**src/rtl/mem_port_arbiter.sv**
```systemverilog
// Shares one memory port between the IFU and the LSU using round-robin arbitration.
// There is a single outstanding transaction, a response timeout, and illegal-length rejection.
module mem_port_arbiter #(
    parameter int unsigned TIMEOUT_CYCLES = 64,
    parameter logic [31:0] ERR_DATA       = 32'hDEAD_BEEF
) (
    input  logic        clock,
    input  logic        reset,
    input  logic        ifu_req_valid,
    output logic        ifu_req_ready,
    input  logic [31:0] ifu_addr,
    output logic        ifu_resp_valid,
    output logic [31:0] ifu_rdata,
    input  logic        lsu_req_valid,
    output logic        lsu_req_ready,
    input  logic        lsu_wen,
    input  logic [31:0] lsu_addr,
    input  logic [2:0]  lsu_len,
    input  logic [31:0] lsu_wdata,
    output logic        lsu_resp_valid,
    output logic [31:0] lsu_rdata,
    output logic        mem_req_valid,
    input  logic        mem_req_ready,
    output logic        mem_wen,
    output logic [31:0] mem_addr,
    output logic [31:0] mem_len,
    output logic [31:0] mem_wdata,
    input  logic        mem_resp_valid,
    input  logic [31:0] mem_rdata,
    output logic        err,
    output logic        busy
);

    localparam int CNT_W = $clog2(TIMEOUT_CYCLES + 1);
    localparam logic [CNT_W-1:0] CNT_LAST = CNT_W'(TIMEOUT_CYCLES - 1);

    typedef enum logic [1:0] {S_IDLE, S_ISSUE, S_WAIT, S_RESP} state_t;

    state_t           r_state;
    logic             r_last_lsu;
    logic             r_master_lsu;
    logic             r_wen;
    logic [31:0]      r_addr;
    logic [2:0]       r_len;
    logic [31:0]      r_wdata;
    logic [31:0]      r_rdata;
    logic             r_err;
    logic [CNT_W-1:0] r_cnt;

    logic w_idle;
    logic w_grant_ifu;
    logic w_grant_lsu;
    logic w_resp;

    function automatic logic len_legal(input logic [2:0] len);
        return (len == 3'd1) || (len == 3'd2) || (len == 3'd4);
    endfunction

    // On a tie, the master that did not win last time is served.
    assign w_idle      = (r_state == S_IDLE);
    assign w_grant_lsu = lsu_req_valid && (!ifu_req_valid || !r_last_lsu);
    assign w_grant_ifu = ifu_req_valid && (!lsu_req_valid || r_last_lsu);

    assign ifu_req_ready = w_idle && w_grant_ifu;
    assign lsu_req_ready = w_idle && w_grant_lsu;

    always_ff @(posedge clock or posedge reset) begin
        if (reset) begin
            r_state      <= S_IDLE;
            r_last_lsu   <= 1'b0;
            r_master_lsu <= 1'b0;
            r_wen        <= 1'b0;
            r_addr       <= '0;
            r_len        <= '0;
            r_wdata      <= '0;
            r_rdata      <= '0;
            r_err        <= 1'b0;
            r_cnt        <= '0;
        end else begin
            r_err <= 1'b0;
            case (r_state)
                S_IDLE: begin
                    if (lsu_req_ready) begin
                        r_master_lsu <= 1'b1;
                        r_last_lsu   <= 1'b1;
                        r_wen        <= lsu_wen;
                        r_addr       <= lsu_addr;
                        r_len        <= lsu_len;
                        r_wdata      <= lsu_wdata;
                        if (len_legal(lsu_len)) begin
                            r_state <= S_ISSUE;
                        end else begin
                            r_rdata <= ERR_DATA;
                            r_err   <= 1'b1;
                            r_state <= S_RESP;
                        end
                    end else if (ifu_req_ready) begin
                        r_master_lsu <= 1'b0;
                        r_last_lsu   <= 1'b0;
                        r_wen        <= 1'b0;
                        r_addr       <= ifu_addr;
                        r_len        <= 3'd4;
                        r_wdata      <= '0;
                        r_state      <= S_ISSUE;
                    end
                end
                S_ISSUE: begin
                    if (mem_req_ready) begin
                        r_cnt   <= '0;
                        r_state <= S_WAIT;
                    end
                end
                S_WAIT: begin
                    // A response arriving on the timeout cycle still counts as a success.
                    if (mem_resp_valid) begin
                        r_rdata <= r_wen ? 32'd0 : mem_rdata;
                        r_state <= S_RESP;
                    end else if (r_cnt == CNT_LAST) begin
                        r_rdata <= ERR_DATA;
                        r_err   <= 1'b1;
                        r_state <= S_RESP;
                    end else begin
                        r_cnt <= r_cnt + 1'b1;
                    end
                end
                S_RESP:  r_state <= S_IDLE;
                default: r_state <= S_IDLE;
            endcase
        end
    end

    assign w_resp = (r_state == S_RESP);

    assign mem_req_valid  = (r_state == S_ISSUE);
    assign mem_wen        = r_wen;
    assign mem_addr       = r_addr;
    assign mem_len        = {29'd0, r_len};
    assign mem_wdata      = r_wdata;

    assign ifu_resp_valid = w_resp && !r_master_lsu;
    assign lsu_resp_valid = w_resp && r_master_lsu;
    assign ifu_rdata      = ifu_resp_valid ? r_rdata : 32'd0;
    assign lsu_rdata      = lsu_resp_valid ? r_rdata : 32'd0;
    assign err            = r_err;
    assign busy           = !w_idle;

endmodule

```
**config.mk**
```make
export PLATFORM = sky130hd
export DESIGN_NAME = mem_port_arbiter
export DESIGN_NICKNAME = d
export VERILOG_FILES = /design/src/rtl/mem_port_arbiter.sv
export SDC_FILE = /design/constraint.sdc
export NUM_CORES = 1
export LEC_CHECK = 0
export CORE_UTILIZATION = 35
export CTS_CLUSTER_SIZE = 12
export DETAILED_ROUTE_END_ITERATION = 7
export GPL_TIMING_DRIVEN = 0
export HOLD_SLACK_MARGIN = 0.05
export PLACE_DENSITY_LB_ADDON = 0.1
export SYNTH_ARGS = -nofsm -noshare
export SYNTH_HDL_FRONTEND = slang
export SYNTH_SLANG_ARGS = --single-unit
export TNS_END_PERCENT = 30
```
**constraint.sdc**
```tcl
create_clock -name clock -period 4.45 [get_ports clock]
set_clock_uncertainty 0.2 [all_clocks]
set_input_delay 1.335 -clock clock [delete_from_list [all_inputs] [get_ports clock]]
set_output_delay 1.335 -clock clock [all_outputs]
set_load 0.05 [all_outputs]
```
==> reports/metrics.cfg, run 1 <==
[run_status]
outcome=finished clean

[global_routing]
grt_max_degree=34
grt_usage_pct=21.7
antenna_found_initial=1
first_global_vias=5157
grt_overflow=0
grt_pass1_wl_um=26600

[synthesis]
syn_area_per_cell_um2=10.8
synthesis.instances=504
synth_mux_area_share_pct=0.369
synthTopCellsByArea=dfrtp_1 (51%), a22o_1 (6.9%), a2bb2oi_2 (5.5%), nand2_1 (4.9%), a22oi_1 (4.3%)
synth_commonest_cells=dfrtp_1 (111), nand2_1 (71), a22o_1 (43)
synth-compound-area-share_pct=21.9
ys_seq_elements=111
yosysWarnings=0
synth_ff_type=dfrtp_1
synthesis.area_um2=5430
synth_edf_count=0
synthSimpleGateAreaFrac_pct=17.5
synthArstFlopShare_pct=100
yosys.area_share.xor_xnor_pct=0.161
synth_top_family_by_area=compound AO/OA/AOI/OAI gates
yosysTopAreaCell=dfrtp_1
synth.top_cell.area_share_pct=51.2
ys_seq_area_share_pct=51.2
synth_cell_types=45
synth_adder_area_share_pct=1.15
yosysMostFrequentCell=dfrtp_1

[cts]
clk-insertion-delay-late_ns=0.35
cts_sinks=111
clkTransAtPathRegs_ns=0.07
cts_tree=yes
cts_buffer_depth=2
cts_buffers=9
cts_root_buf=clkbuf_16
h-tree-depth=3

[placed_design]
placed_area_um2=8590
dp_cells=999
portBuffers=276
dpl.hpwl_um=13600
place.gp.congestion=0.761

[worst_setup_path]
crit_path_end_kind=output port
path_max_fanout=10
worstSetupStartpointType=input port
critPathRequiredTime_ns=2.91
worstSetupPathType=input port to output port
crit_arrival_ns=2.81

[pwr]
leakage_uw=0.00443
ir_worst_vdd_mv=0.451
powerDensity_nw_per_um2=775
p_total_uw=6950

[layout]
nets=965
final_util_pct=59.1
drive_gt1_share_pct=11.2
syn_to_final_growth_pct=65.1
design_area_um2=8960
final_cell_count_no_fill=1016

[timing]
maxSlewHeadroom_pct=57.8
finalSetupViolCount=0
rsz0062_at_grt=false
hold_viol=0
worst_pin_slew_ns=0.632
fmax_mhz=230
fin_setup_tns_ns=0
drv_slew=0
finalCritPeriodShare_pct=97.6
layout_min_cycle_time_ns=4.34

[floorplan]
dieArea_um2=16000
core-area_um2=15100
initial_utilization_pct=35.8
die_h_um=127
core.rowCount=45
io_pins=306
fp.dieW_um=127

[drt]
met2WireLength_um=8990
first_iter_violations=201
route.met3.wl_um=1270
drt-met1-wl_um=6800
num_vias=4982
wl_per_cell_um=17.3
ant_nets=0
drc=0
routed_wl_um=17600
vias_per_cell=4.90
highest_layer=met4
dr.pass1.iters=4

[min_path]
hold_path_class=flop to flop

[job]
cap_viol_max_count=0

==> routing by layer <==
metal	up-vias	track usage, %
li1	2361	-
met1	2383	23.6
met2	209	39.4
met3	29	5.90
met4	0	9.85
met5	-	0
==> cell usage in the layout, fill, tap and decap left out, types with 2 or more instances in the layout <==
| master | instances |
|---|---|
| a21oi_1 | 5 |
| a21oi_4 | 2 |
| a22o_1 | 43 |
| a22oi_1 | 31 |
| a2bb2oi_1 | 6 |
| a2bb2oi_2 | 20 |
| and2_1 | 33 |
| and3_1 | 33 |
| buf_1 | 2 |
| buf_12 | 3 |
| buf_2 | 9 |
| buf_4 | 32 |
| buf_6 | 2 |
| clkbuf_1 | 20 |
| clkbuf_16 | 9 |
| clkdlybuf4s50_1 | 246 |
| clkinv_2 | 3 |
| clkinvlp_4 | 3 |
| conb_1 | 29 |
| dfrtp_1 | 111 |
| dlygate4sd2_1 | 3 |
| dlymetal6s2s_1 | 25 |
| ha_1 | 5 |
| inv_1 | 10 |
| inv_6 | 2 |
| mux2i_1 | 2 |
| nand2_1 | 71 |
| nand2b_1 | 26 |
| nand3_1 | 3 |
| nor2_1 | 5 |
| o21ai_0 | 7 |
| o22ai_1 | 2 |
==> critical path, stage by stage <==
cell and delay, ns:
clkdlybuf4s50_1 0.60, nand2_1 0.15, a21oi_4 0.26, buf_4 0.24
buf_4 0.22
==> final timing paths <==
| check | startpoint | end | slack (ns) | depth (start not counted) |
|---|---|---|---|---|
| hold / removal | mem_wdata[14]$_DFFE_PP0P_ | mem_wdata[14]$_DFFE_PP0P_ | 0.30 | 1 |
| setup / recovery | ifu_req_valid | ifu_req_ready | 0.11 | 5 |
| min in group asynchronous | reset | r_rdata[6]$_DFFE_PP0P_ | 1.19 | 2 |
| max in group asynchronous | reset | mem_wdata[17]$_DFFE_PP0P_ | 2.12 | 4 |
| hold reg to reg | mem_wdata[14]$_DFFE_PP0P_ | mem_wdata[14]$_DFFE_PP0P_ | 0.30 | 1 |
| setup reg to reg | r_state[0]$_DFFE_PP0P_ | mem_addr[6]$_DFFE_PP0P_ | 1.98 | 8 |
==> per-stage QoR <==
step	hold slack, ns	setup slack [ns]
3_5_place_dp	0.284	-1.04
4_1_cts	0.307	0.00191
3_3_place_gp	0.284	-1.01
5_1_grt	0.324	0.00237
6_report	0.303	0.108
2_1_floorplan	0.278	0.590
==> power breakdown <==
group          switching [uW]  total [uW]  internal (uW)
Sequential                290        1710           1420
Combinational            2840        4470           1630
Clock                     379         760            381
Total                    3510        6950           3430
==> repair_timing <==
action	CTS	global route
hold buffers	0	0
buffers inserted	1	0
gates cloned	0	0
gates resized for setup	16	28
setup endpoints to repair	5	28
==> area by class of cell <==
cell class,count,area (um^2)
clock inverters,7,47.5
flip-flops and latches,111,2780
inverters,11,45.0
repair buffers,280,2890
diodes,1,2.50
fillers,1263,6190
multi-input cells,346,2360
clock buffers,9,225
plain buffers,63,375
well taps,188,235
==> registers in the layout, indices dropped and copies added, names as in the netlist <==
register      flops
err               1
r_state           2
mem_wen           1
r_master_lsu      1
mem_wdata        32
r_rdata          32
r_cnt             7
r_len             3
mem_addr         32
==> kinds of logic (layout without fill, tap and decap cells) <==
group / after synthesis / after routing
buffers and inverters: 75 / 370
and+or+nand+nor: 180 / 180
adders and majority gates: 5 / 5
DFF: 111 / 111
AOI/OAI and AO/OA: 129 / 129
muxes: 2 / 2
other: 1 / 30
xor gates and xnor gates: 1 / 1
No activity file was read; power rests on OpenSTA's default activity.
==> run 2, diff against run 1 <==
Settings changed: CTS_CLUSTER_DIAMETER from default to 30.
==> results of run 2 <==
The final DEF is identical to that of run 1; final timing and power are the same.
==> run 3, diff against run 2 <==
Settings changed: PLACE_DENSITY_LB_ADDON 0.1 to 0.2.
==> run 3 against run 2 <==
- power rose by 1.1%
- combinational power hardly changed
- first-iteration DRC count grew 6.0%
- maximum frequency down 0.30%
- routed wire length fell by 0.10%
- sequential power barely moved
- clock power increased by 7.4%
- worst hold slack got worse by 0.0020 ns
- sequential share of layout area grew 0.17 points
- register-to-register slack got worse by 0.05 ns
- global-route usage barely moved
- critical path depth shrank 1
==> reports/metrics.cfg, run 3 (same netlist as run 1, synthesis figures left out) <==
[placed_design]
dpl.hpwl_um=13500
placed_area_um2=8570
portBuffers=276
place.gp.congestion=0.804

[pwr]
powerDensity_nw_per_um2=788
seq_power_share_pct=24.4
ir_worst_vdd_mv=0.420
switchingPower_uw=3520
p_total_uw=7020
comb_power_share_pct=64.0
clockPowerShare_pct=11.6
swShare_pct=50.1
power.internal_uw=3510
leakage_uw=0.00403

[min_path]
hold_start=mem_wdata[29]$_DFFE_PP0P_
hold_path_class=flop to flop

[timing]
fin_setup_tns_ns=0
hold_viol=0
finalCritPeriodShare_pct=97.9
maxSlewHeadroom_pct=46.3
fmax_mhz=230
layout_min_cycle_time_ns=4.35
drv_slew=0
worst_pin_slew_ns=0.804
finalSetupViolCount=0

[layout]
final_common_cell=clkdlybuf4s50_1
design_area_um2=8910
drive_gt1_share_pct=11.1
final_cell_mix=clkdlybuf4s50_1 (272), dfrtp_1 (111), nand2_1 (71)
syn_to_final_growth_pct=64.1
nets=965
final_util_pct=58.8
diodes=0

[cts]
cts_buffer_depth=2
clk-insertion-delay-late_ns=0.35
cts_tree=yes
h-tree-depth=3
cts_buffers=9
cts_root_buf=clkbuf_16
clkTransAtPathRegs_ns=0.07
cts_sinks=111
ctsHoldBuffers=0

[worst_setup_path]
ff2ff_setup_slack_ns=1.93
crit_path_end_kind=output port
slowest_delay_ns=0.66
crit_buf_inv=2
path_cells=clkdlybuf4s50_1, nand2_1, a21oi_4, clkdlybuf4s15_2
worstSetupPathType=input port to output port
setup.worst_path.start=lsu_req_valid
path_max_fanout=5
critPathRequiredTime_ns=2.91
timing.rr.start=r_state[0]$_DFFE_PP0P_
crit_family=buffers and inverters
worstSetupStartpointType=input port
crit_arrival_ns=2.82
crit_path_top_delay_cell=clkdlybuf4s50_1

[drt]
routed_wl_um=17500
ant_nets=0
first_iter_violations=213
wl_per_cell_um=17.3
vias_per_cell=4.97
num_vias=5041
dr.pass1.iters=4
drc=0

[floorplan]
initial_utilization_pct=35.8
core.rowCount=45
fp.dieW_um=127
die_h_um=127
core-area_um2=15100
io_pins=306
dieArea_um2=16000

[global_routing]
grt_pass1_wl_um=26900
grt_max_degree=43
first_global_vias=5101
grt_usage_pct=21.7
antenna_found_initial=0
grt_overflow=0

[job]
cap_viol_max_count=0

[run_status]
outcome=finished clean

-- run 3: cell count changes in the layout (fill, tap and decap cells not counted), sizes merged --
cell / delta
clkinvlp: -1
diode: -1
bufinv: +1
dlygate4sd2: -3
clkdlybuf4s50: +26
clkinv: -1
dlymetal6s2s: -23
-- run 3: timing repair --
item / CTS / global route
resized for setup: 13 / 3
endpoints found under the hold margin: 0 / 0
buffers inserted: 1 / 1
endpoints found under the setup margin: 2 / 31
-- run 3: layout make-up --
cell class	count	area [um^2]
inverters	11	45.0
clock buffers	9	225
multi-input cells	346	2360
plain buffers	63	373
fillers	1310	6240
well taps	188	235
flip-flops and latches	111	2780
clock inverters	6	68.8
repair buffers	280	2820
-- run 3: stage by stage --
step	hold slack (ns)	setup slack, ns	instances
final	0.301	0.0954	1014
after global routing	0.317	-0.00862	1014
after CTS	0.306	0.0204	1013
after detailed placement	0.280	-1.19	998
after global placement	0.286	-1.17	996
after floorplan	0.278	0.590	532
-- run 3: final timing paths --
check,end,depth (start not counted)
setup / recovery,lsu_req_ready,4
hold / removal,mem_wdata[29]$_DFFE_PP0P_,1
setup reg to reg,mem_addr[3]$_DFFE_PP0P_,9
hold reg to reg,mem_wdata[29]$_DFFE_PP0P_,1
max in group asynchronous,mem_wdata[12]$_DFFE_PP0P_,3
min in group asynchronous,mem_addr[28]$_DFFE_PP0P_,2
-- run 3: metal layers --
metal  track usage, %  up-vias  routed length, um
met2             38.2      225               8780
li1                 -     2360                  -
met3             5.15       36               1270
met5                0        -                  0
met1             24.9     2420               6950
met4             9.78        0                550
-- run 3: power groups by stage --
stage               logic (uW)  registers (uW)  clock network, uW
detailed placement        4500            1710                  0
floorplan                 2040            2680                  0
global route              4720            1760                871
CTS                       4520            1710                836
finish                    4490            1720                816
global placement          4420            1710                  0
